$ cat src/rtl/mem_port_arbiter.sv
// Shares one single-ported memory between instruction fetch and the MEM-stage data port.
// Optional bus timeout with a sticky err flag: define MEM_ARB_TIMEOUT_EN.
module mem_port_arbiter #(
  parameter int unsigned STARVE_LIMIT = 4,
  parameter int unsigned TIMEOUT      = 64
) (
  input  logic        clk,
  input  logic        rst,
  input  logic        if_req,
  input  logic [31:0] if_addr,
  output logic        if_ready,
  output logic [31:0] if_rdata,
  input  logic [2:0]  d_read,
  input  logic [1:0]  d_write,
  input  logic [31:0] d_addr,
  input  logic [31:0] d_wdata,
  output logic        d_ready,
  output logic [31:0] d_rdata,
  output logic        mem_req,
  output logic        mem_we,
  output logic [31:0] mem_addr,
  output logic [31:0] mem_wdata,
  output logic [3:0]  mem_wstrb,
  input  logic        mem_ack,
  input  logic [31:0] mem_rdata,
  output logic        owner,
  output logic        err
);

  localparam int unsigned SCW = $clog2(STARVE_LIMIT + 1);
  localparam int unsigned TOW = $clog2(TIMEOUT + 1);

  localparam logic [2:0] LD_LB  = 3'b001;
  localparam logic [2:0] LD_LH  = 3'b010;
  localparam logic [2:0] LD_LW  = 3'b011;
  localparam logic [2:0] LD_LBU = 3'b100;
  localparam logic [2:0] LD_LHU = 3'b101;

  typedef enum logic [1:0] {IDLE, BUS, RESP} state_e;

  state_e         state_q;
  logic [SCW-1:0] starve_q, starve_d;
  logic           owner_q, mem_req_q, mem_we_q;
  logic [31:0]    mem_addr_q, mem_wdata_q;
  logic [3:0]     mem_wstrb_q;
  logic           if_ready_q, d_ready_q;
  logic [31:0]    if_rdata_q, d_rdata_q;
  logic [2:0]     ld_type_q;
  logic [1:0]     ld_off_q;

  logic           d_active, gnt_data, gnt_fetch;
  logic [3:0]     st_strb;
  logic [31:0]    st_wdata;
  logic [7:0]     ld_byte;
  logic [15:0]    ld_half;
  logic [31:0]    ld_data;

  // Grant decision (only meaningful in IDLE) and starvation counter update
  always_comb begin
    d_active  = (d_read != 3'b000) || (d_write != 2'b00);
    gnt_data  = 1'b0;
    gnt_fetch = 1'b0;
    starve_d  = starve_q;
    if (state_q == IDLE) begin
      if (d_active && ((starve_q < SCW'(STARVE_LIMIT)) || !if_req)) begin
        gnt_data = 1'b1;
      end else if (if_req) begin
        gnt_fetch = 1'b1;
      end
    end
    if (!if_req || gnt_fetch) begin
      starve_d = '0;
    end else if (gnt_data && (starve_q < SCW'(STARVE_LIMIT))) begin
      starve_d = starve_q + SCW'(1);
    end
  end

  // Store lane placement
  always_comb begin
    st_strb  = 4'b0000;
    st_wdata = d_wdata;
    case (d_write)
      2'b01: begin
        st_strb  = 4'b0001 << d_addr[1:0];
        st_wdata = {4{d_wdata[7:0]}};
      end
      2'b10: begin
        st_strb  = d_addr[1] ? 4'b1100 : 4'b0011;
        st_wdata = {2{d_wdata[15:0]}};
      end
      2'b11:   st_strb = 4'b1111;
      default: st_strb = 4'b0000;
    endcase
  end

  // Load lane extraction and extension
  always_comb begin
    ld_byte = mem_rdata[{ld_off_q, 3'b000} +: 8];
    ld_half = mem_rdata[{ld_off_q[1], 4'b0000} +: 16];
    ld_data = mem_rdata;
    case (ld_type_q)
      LD_LB:   ld_data = {{24{ld_byte[7]}}, ld_byte};
      LD_LH:   ld_data = {{16{ld_half[15]}}, ld_half};
      LD_LW:   ld_data = mem_rdata;
      LD_LBU:  ld_data = {24'h000000, ld_byte};
      LD_LHU:  ld_data = {16'h0000, ld_half};
      default: ld_data = mem_rdata;
    endcase
  end

`ifdef MEM_ARB_TIMEOUT_EN
  logic [TOW-1:0] tmo_q;
  logic           err_q;
`endif

  always_ff @(posedge clk) begin
    if (rst) begin
      state_q     <= IDLE;
      starve_q    <= '0;
      owner_q     <= 1'b0;
      mem_req_q   <= 1'b0;
      mem_we_q    <= 1'b0;
      mem_addr_q  <= '0;
      mem_wdata_q <= '0;
      mem_wstrb_q <= '0;
      if_ready_q  <= 1'b0;
      d_ready_q   <= 1'b0;
      if_rdata_q  <= '0;
      d_rdata_q   <= '0;
      ld_type_q   <= '0;
      ld_off_q    <= '0;
`ifdef MEM_ARB_TIMEOUT_EN
      tmo_q       <= '0;
      err_q       <= 1'b0;
`endif
    end else begin
      starve_q   <= starve_d;
      if_ready_q <= 1'b0;
      d_ready_q  <= 1'b0;
      case (state_q)
        IDLE: begin
          if (gnt_data || gnt_fetch) begin
            state_q     <= BUS;
            mem_req_q   <= 1'b1;
            owner_q     <= gnt_data;
            mem_addr_q  <= gnt_data ? {d_addr[31:2], 2'b00} : {if_addr[31:2], 2'b00};
            mem_we_q    <= gnt_data && (d_write != 2'b00);
            mem_wstrb_q <= gnt_data ? st_strb : 4'b0000;
            mem_wdata_q <= gnt_data ? st_wdata : 32'h0000_0000;
            // A store alongside a load suppresses the load
            ld_type_q   <= (gnt_data && (d_write == 2'b00)) ? d_read : 3'b000;
            ld_off_q    <= d_addr[1:0];
`ifdef MEM_ARB_TIMEOUT_EN
            tmo_q       <= '0;
`endif
          end
        end
        BUS: begin
          if (mem_ack) begin
            state_q   <= RESP;
            mem_req_q <= 1'b0;
            if (owner_q) begin
              d_ready_q <= 1'b1;
              if (ld_type_q != 3'b000) begin
                d_rdata_q <= ld_data;
              end
            end else begin
              if_ready_q <= 1'b1;
              if_rdata_q <= mem_rdata;
            end
          end
`ifdef MEM_ARB_TIMEOUT_EN
          else if (tmo_q == TOW'(TIMEOUT - 1)) begin
            state_q   <= RESP;
            mem_req_q <= 1'b0;
            err_q     <= 1'b1;
            if (owner_q) begin
              d_ready_q <= 1'b1;
              d_rdata_q <= '0;
            end else begin
              if_ready_q <= 1'b1;
              if_rdata_q <= '0;
            end
          end else begin
            tmo_q <= tmo_q + TOW'(1);
          end
`endif
        end
        RESP:    state_q <= IDLE;
        default: state_q <= IDLE;
      endcase
    end
  end

  assign if_ready  = if_ready_q;
  assign if_rdata  = if_rdata_q;
  assign d_ready   = d_ready_q;
  assign d_rdata   = d_rdata_q;
  assign mem_req   = mem_req_q;
  assign mem_we    = mem_we_q;
  assign mem_addr  = mem_addr_q;
  assign mem_wdata = mem_wdata_q;
  assign mem_wstrb = mem_wstrb_q;
  assign owner     = owner_q;

`ifdef MEM_ARB_TIMEOUT_EN
  assign err = err_q;
`else
  logic unused_timeout;
  assign unused_timeout = ^TOW'(TIMEOUT);
  assign err = 1'b0;
`endif

  // Fetch addresses are word-aligned; the low bits carry no information
  logic unused_if_lsb;
  assign unused_if_lsb = ^if_addr[1:0];

endmodule

$ cat config.mk
export PLATFORM = sky130hd
export DESIGN_NAME = mem_port_arbiter
export DESIGN_NICKNAME = d
export VERILOG_FILES = /design/src/rtl/mem_port_arbiter.sv
export SDC_FILE = /design/constraint.sdc
export NUM_CORES = 1
export LEC_CHECK = 0
export BUFFER_PORTS_ARGS = -buffer_cell sky130_fd_sc_hd__buf_2
export CAP_MARGIN = 20
export CORE_MARGIN = 10
export CORE_UTILIZATION = 45
export DETAILED_ROUTE_END_ITERATION = 10
export PLACE_DENSITY = 0.75
export SLEW_MARGIN = 20
export SYNTH_ARGS = -nofsm -noshare
export SYNTH_HDL_FRONTEND = slang
export SYNTH_SLANG_ARGS = --single-unit
$ cat constraint.sdc
create_clock -name clk -period 5.29 [get_ports clk]
set_input_delay 1.058 -clock clk [delete_from_list [all_inputs] [get_ports clk]]
set_output_delay 1.058 -clock clk [all_outputs]
set_load 0.1 [all_outputs]
======== Word-level counts from Yosys, hierarchy flattened ========
Cells that the tools add are included.
word-level totals
  bits in registers ....................... 147
  logic and storage cells ................. 75
cells by class
  shifts and indexed selects .............. 3
  magnitude comparators ................... 1
  equal/unequal tests ..................... 10
  reduce and logical (&&, ||, !) cells .... 22
  muxes and demuxes ....................... 21
  bitwise operators ....................... 3
  add/sub/neg operators ................... 1
operator list
  kind                                             number
  case mux 32 bit (4 select lines)                 1
  two-way mux 32 bit                               2
  case mux 32 bit (2 select lines)                 1
  variable part select 32 x 6 -> 16 bit            1
  variable part select 32 x 6 -> 8 bit             1
  case mux 4 bit (3 select lines)                  1
  two-way mux 1 bit                                9
  two-way mux 4 bit                                2
  == test 3 bit, second input constant             2
  AND reduction 3 bit                              2
  nonzero test 3 bit                               2
  == test 2 x 1 -> 1 bit, second input constant    2
  == test 2 bit, second input constant             2
  logical AND 1 bit                                4
  zero test 2 bit                                  2
  logical OR 1 bit                                 4
  two-way mux 2 bit                                2
  case mux 2 bit (2 select lines)                  1
  AND reduction 2 bit                              2
  AND reduction 4 bit                              1
  nonzero test 2 bit                               2
  << shifter 1 x 2 -> 4 bit, first input constant  1
  adder 3 x 1 -> 3 bit, second input constant      1
  == test 3 x 1 -> 1 bit, second input constant    1
  10 further kinds                                 12

======== Depth between registers and ports, before layout ========
  depth after elaboration ................. 8
  depth in mapped cells ................... 8
  depth with buffers taken out ............ 7

======== Worst setup path after synthesis ========
No wires, ideal clock.
  path type ............................... input -> register
  from .................................... input port d_write[0]
  to ...................................... register mem_addr_q[11], in the netlist mem_addr[11]
  arrival time ............................ 2.456 ns
  path slack .............................. 2.688 ns
  cell stages on the path ................. 8
  data required time ...................... 5.144 ns
  cells stage by stage .................... inv_1 -> ha_1 -> or4b_4 -> nand2_1 -> nor3_1 -> clkbuf_1 -> a21oi_1 -> a211oi_2
on the way
  longest elaborated chain between the ends .. 7
  elaborated cells on any way between the ends .. 10
RTL lines
  item                           RTL line  RTL
  start: declaration             14        input logic [1:0] d_write,
  nonzero test 2 bit (*)         60        d_active = (d_read != 3'b000) || (d_write != 2'b00);
  logical OR 1 bit (*)           60
  logical AND 1 bit (*)          65        if (d_active && ((starve_q < SCW'(STARVE_LIMIT)) || !if_req)) begin
  two-way mux 1 bit              65
  two-way mux 1 bit              64        if (state_q == IDLE) begin
  logical OR 1 bit               142       if (gnt_data || gnt_fetch) begin
  AND reduction 2 bit (no line)  n/a
  end signal: assignment         146       mem_addr_q <= gnt_data ? {d_addr[31:2], 2'b00} : {if_addr[31:2], 2'b00};
  end: declaration               44        logic [31:0] mem_addr_q, mem_wdata_q;
Every way passes the cells marked *; elsewhere a longest branch is shown, timed or not.
A chain may end at the register's enable or synchronous reset.

======== Worst setup path after layout ========
  from .................................... input port d_write[0]
  to ...................................... register mem_addr_q[12], in the netlist mem_addr[12]
The elaborated chain is that of the path after synthesis.

==> impl_results.md <==
* Synth async-reset ratio at 0
* Post-Syn Area per Cell at ~8.4 µm²
* R2R setup slack at around 2.8 ns
* Layout cells sized above 1 at 0.358
* Seq/Total Area, Yosys at 0.452
* Crit path to: mem_addr[12]
* Mapped Area at 6420 µm²
* Most common flop cell mapped by yosys: dfxtp_1
* Routing usage on met2 at 0.347
* Rows at 43
* Clock tree buffer depth at 2
* Overflow after GRT at 0
* Yosys reg bits at 145
* Via density at between 5 and 6
* Rel. slew slack at 0.295
* P_sw at 1.30 mW
* Die ar. at a little under 20000 µm²
* Pin count of the biggest net entering global routing at 55
* Final #Nets at 1143
* Final hold slack at 0.446 ns
* EDFF count, synth at 0
* Most frequent cells in the layout: 268 x buf_2, 145 x nand2_1, 145 x dfxtp_1, 109 x a21oi_1, 77 x nor2_1
* Die height at roughly 140 µm
* Library cells used by synthesis at 54
* CTS Buf Count at 17
* RSZ-0062 raised after global routing: false
* Cells after Synth at 766
* CTS sink cnt at 145
* CTS tree: yes
* Vias in the first global route at 6339
* Routing usage on met1 at 0.242
* Reg area at 2900 µm²
* Core area at 13900 µm²
* Layout area overhead at 30.7%
* Setup Buffers After CTS at 0
* FF-to-FF End: mem_wdata[8]
* ANT nets after route at 0
* Reg clk slew, reported paths at about 0.06 ns
* First-pass GRT wire length at 34.0 mm
* Status: complete, no violations
* DR iter-0 viols at 460
* Final min period at around 3.2 ns
* Cts hold-fix bufs at 0
* Worst hold path type: reg2reg
* Wire per inst at 18.5 µm
* H-Tree Depth at 4
* PD cells at 409 nW/µm²
* Hold Path Origin: mem_wdata[24]
* Overall Global Routing Usage at 0.213
* Final setup fails at 0
* R2R Path Start: state_q[0]
* Starting Density at 0.461
* CP startpoint: d_write[0]
* Crit path capture type: register
* Io pins at 275
* Grt met3 use at 0.0837
* Via count at around 6500
* Pre-Repair DR Iteration Count at 5
* Commonest non-fill, non-tap cell in the layout: buf_2
* Clock Latency Late Sink at 0.42 ns
* RD Place Congestion at between 0.8 and 0.9
* Achievable frequency at approximately 320 MHz
* Layout Skew at 0.00891 ns
* Final WL at 22.1 mm
* Worst Setup Path Type: in2reg
* Clk root buf: clkbuf_16
* Detailed Place HPWL at 16.4 mm
* Worst Tran Pin Value at 1.05 ns
* Post-CTS sizing at 0
* PortBufs at ~270
* Peak supply drop at ~0.27 mV
* Initial antenna violation count at 1
* Multi-input gate area at 3150 µm²
* Internal power at 2.13 mW
* Hold Fails Final Rpt at 0
* Die Wd at approximately 140 µm
* Busiest grt layer: met2
* Worst reg-to-reg path cell count at 5
* Leakage at 3.75 nW
* Crit start category: input port
* Power share of the combinational group at 0.287
* Slew Viols, Final at 0
* Setup TNS at 0 ns
* CP Max Fanout at 24
* Max cap viols at 0
* Sw Share at 0.379
* Layout fillers at 1271
* Final critical-path share of the clock period at 0.597
* Clock share of power at 0.362
* Reg power frac at 0.351
* WP data required at ~5.6 ns
* Remaining DRCs at 0
* Worst EP arrival at ~3.5 ns
* Synth Warn # at 0
-- through the flow --
step | area [µm²] | setup slack, ns | utilization | total power [mW] | instances
floorplan | 6430 | 2.69 | - | 2.01 | 768
detailed placement | 7770 | 1.61 | 0.558 | 2.21 | 1161
global placement | 7770 | 1.65 | 0.558 | 2.21 | 1161
finish | 8390 | 2.13 | 0.602 | 3.44 | 1194
global route | 8390 | 1.95 | 0.602 | 3.56 | 1194
CTS | 8390 | 2.07 | 0.602 | 3.45 | 1193
-- cells in the mapped netlist (all sizes together) (2+ instances only) --
cell type / n / share of area
a221oi: 6 / 0.0082
inv: 18 / 0.011
o21ai: 41 / 0.033
clkbuf: 34 / 0.020
nand3b: 2 / 0.0023
a211oi: 32 / 0.053
a32oi: 6 / 0.0082
a21oi: 109 / 0.085
o22ai: 9 / 0.0088
nor2b: 3 / 0.0029
buf: 31 / 0.031
ha: 6 / 0.012
a22oi: 33 / 0.039
nand2b: 2 / 0.0019
nor2: 80 / 0.048
nand3: 4 / 0.0031
nand2: 145 / 0.085
o221a: 16 / 0.029
dfxtp: 145 / 0.45
mux2i: 15 / 0.023
nor3: 3 / 0.0031
a21boi: 2 / 0.0023
or3: 2 / 0.0019
or3b: 3 / 0.0041
-- final cells by class --
class	instances	share of cell area
Antenna cell	1	0.000298
Tap cell	180	0.0268
Clock buffer	20	0.0544
Sequential cell	145	0.346
Clock inverter	12	0.0185
Timing Repair Buffer	278	0.170
Multi-Input combinational cell	540	0.375
Inverter	18	0.00835
-- power groups by stage --
| stage | Combinational (mW) | Clock (mW) | Sequential, mW |
|---|---|---|---|
| final | 0.986 | 1.24 | 1.21 |
| after global routing | 1.04 | 1.31 | 1.21 |
| after CTS | 0.988 | 1.26 | 1.21 |
| after detailed placement | 0.987 | 0 | 1.23 |
| after global placement | 0.981 | 0 | 1.23 |
| after floorplan | 0.288 | 0 | 1.72 |
-- worst max-delay path, stage by stage --
cell,delay [ns]
buf_2,0.12
inv_1,0.10
ha_2,0.26
or4b_4,0.52
nand3_1,0.74
buf_4,0.39
nand2_1,0.10
a211oi_2,0.18
-- cells by family (layout without fill, tap and decap cells) --
| kind of cell | count (synthesis) | in the layout | share of synthesized area |
|---|---|---|---|
| DFF | 145 | 145 | 0.452 |
| buffers and inverters | 83 | 328 | 0.0620 |
| other | 1 | 4 | 0.000584 |
| muxes | 16 | 16 | 0.0269 |
| xor gates and xnor gates | 1 | 1 | 0.00136 |
| and+or+nand+nor | 251 | 251 | 0.166 |
| adders and majority gates | 6 | 6 | 0.0117 |
| AOI/OAI and AO/OA | 263 | 263 | 0.280 |
-- state kept, by name, summed over array words and instances (netlist names) --
signal and cells:
d_ready 1, mem_we 1, starve_q 3, if_ready 1, ld_type_q 3, owner 1, mem_req 1, ld_off_q 2
mem_addr 30, d_rdata 32, if_rdata 32, mem_wstrb 4, mem_wdata 32, state_q 2
-- worst min-delay path by stage --
| stage | to | slack (ns) | depth (start not counted) |
|---|---|---|---|
| after floorplan | starve_q[1] | 0.46 | 2 |
| after CTS | mem_wdata[24] | 0.45 | 2 |
| after detailed placement | mem_wdata[24] | 0.44 | 2 |
| after global routing | mem_wdata[28] | 0.47 | 2 |
| final | mem_wdata[24] | 0.45 | 2 |
| after global placement | mem_wdata[25] | 0.44 | 2 |
-- metal layers --
metal	share of wire	wire [µm]
met5	0	0
met4	0.022	495
met3	0.10	2240
met2	0.48	10700
met1	0.39	8680
Note: power is estimated with default switching activity, not from simulation.
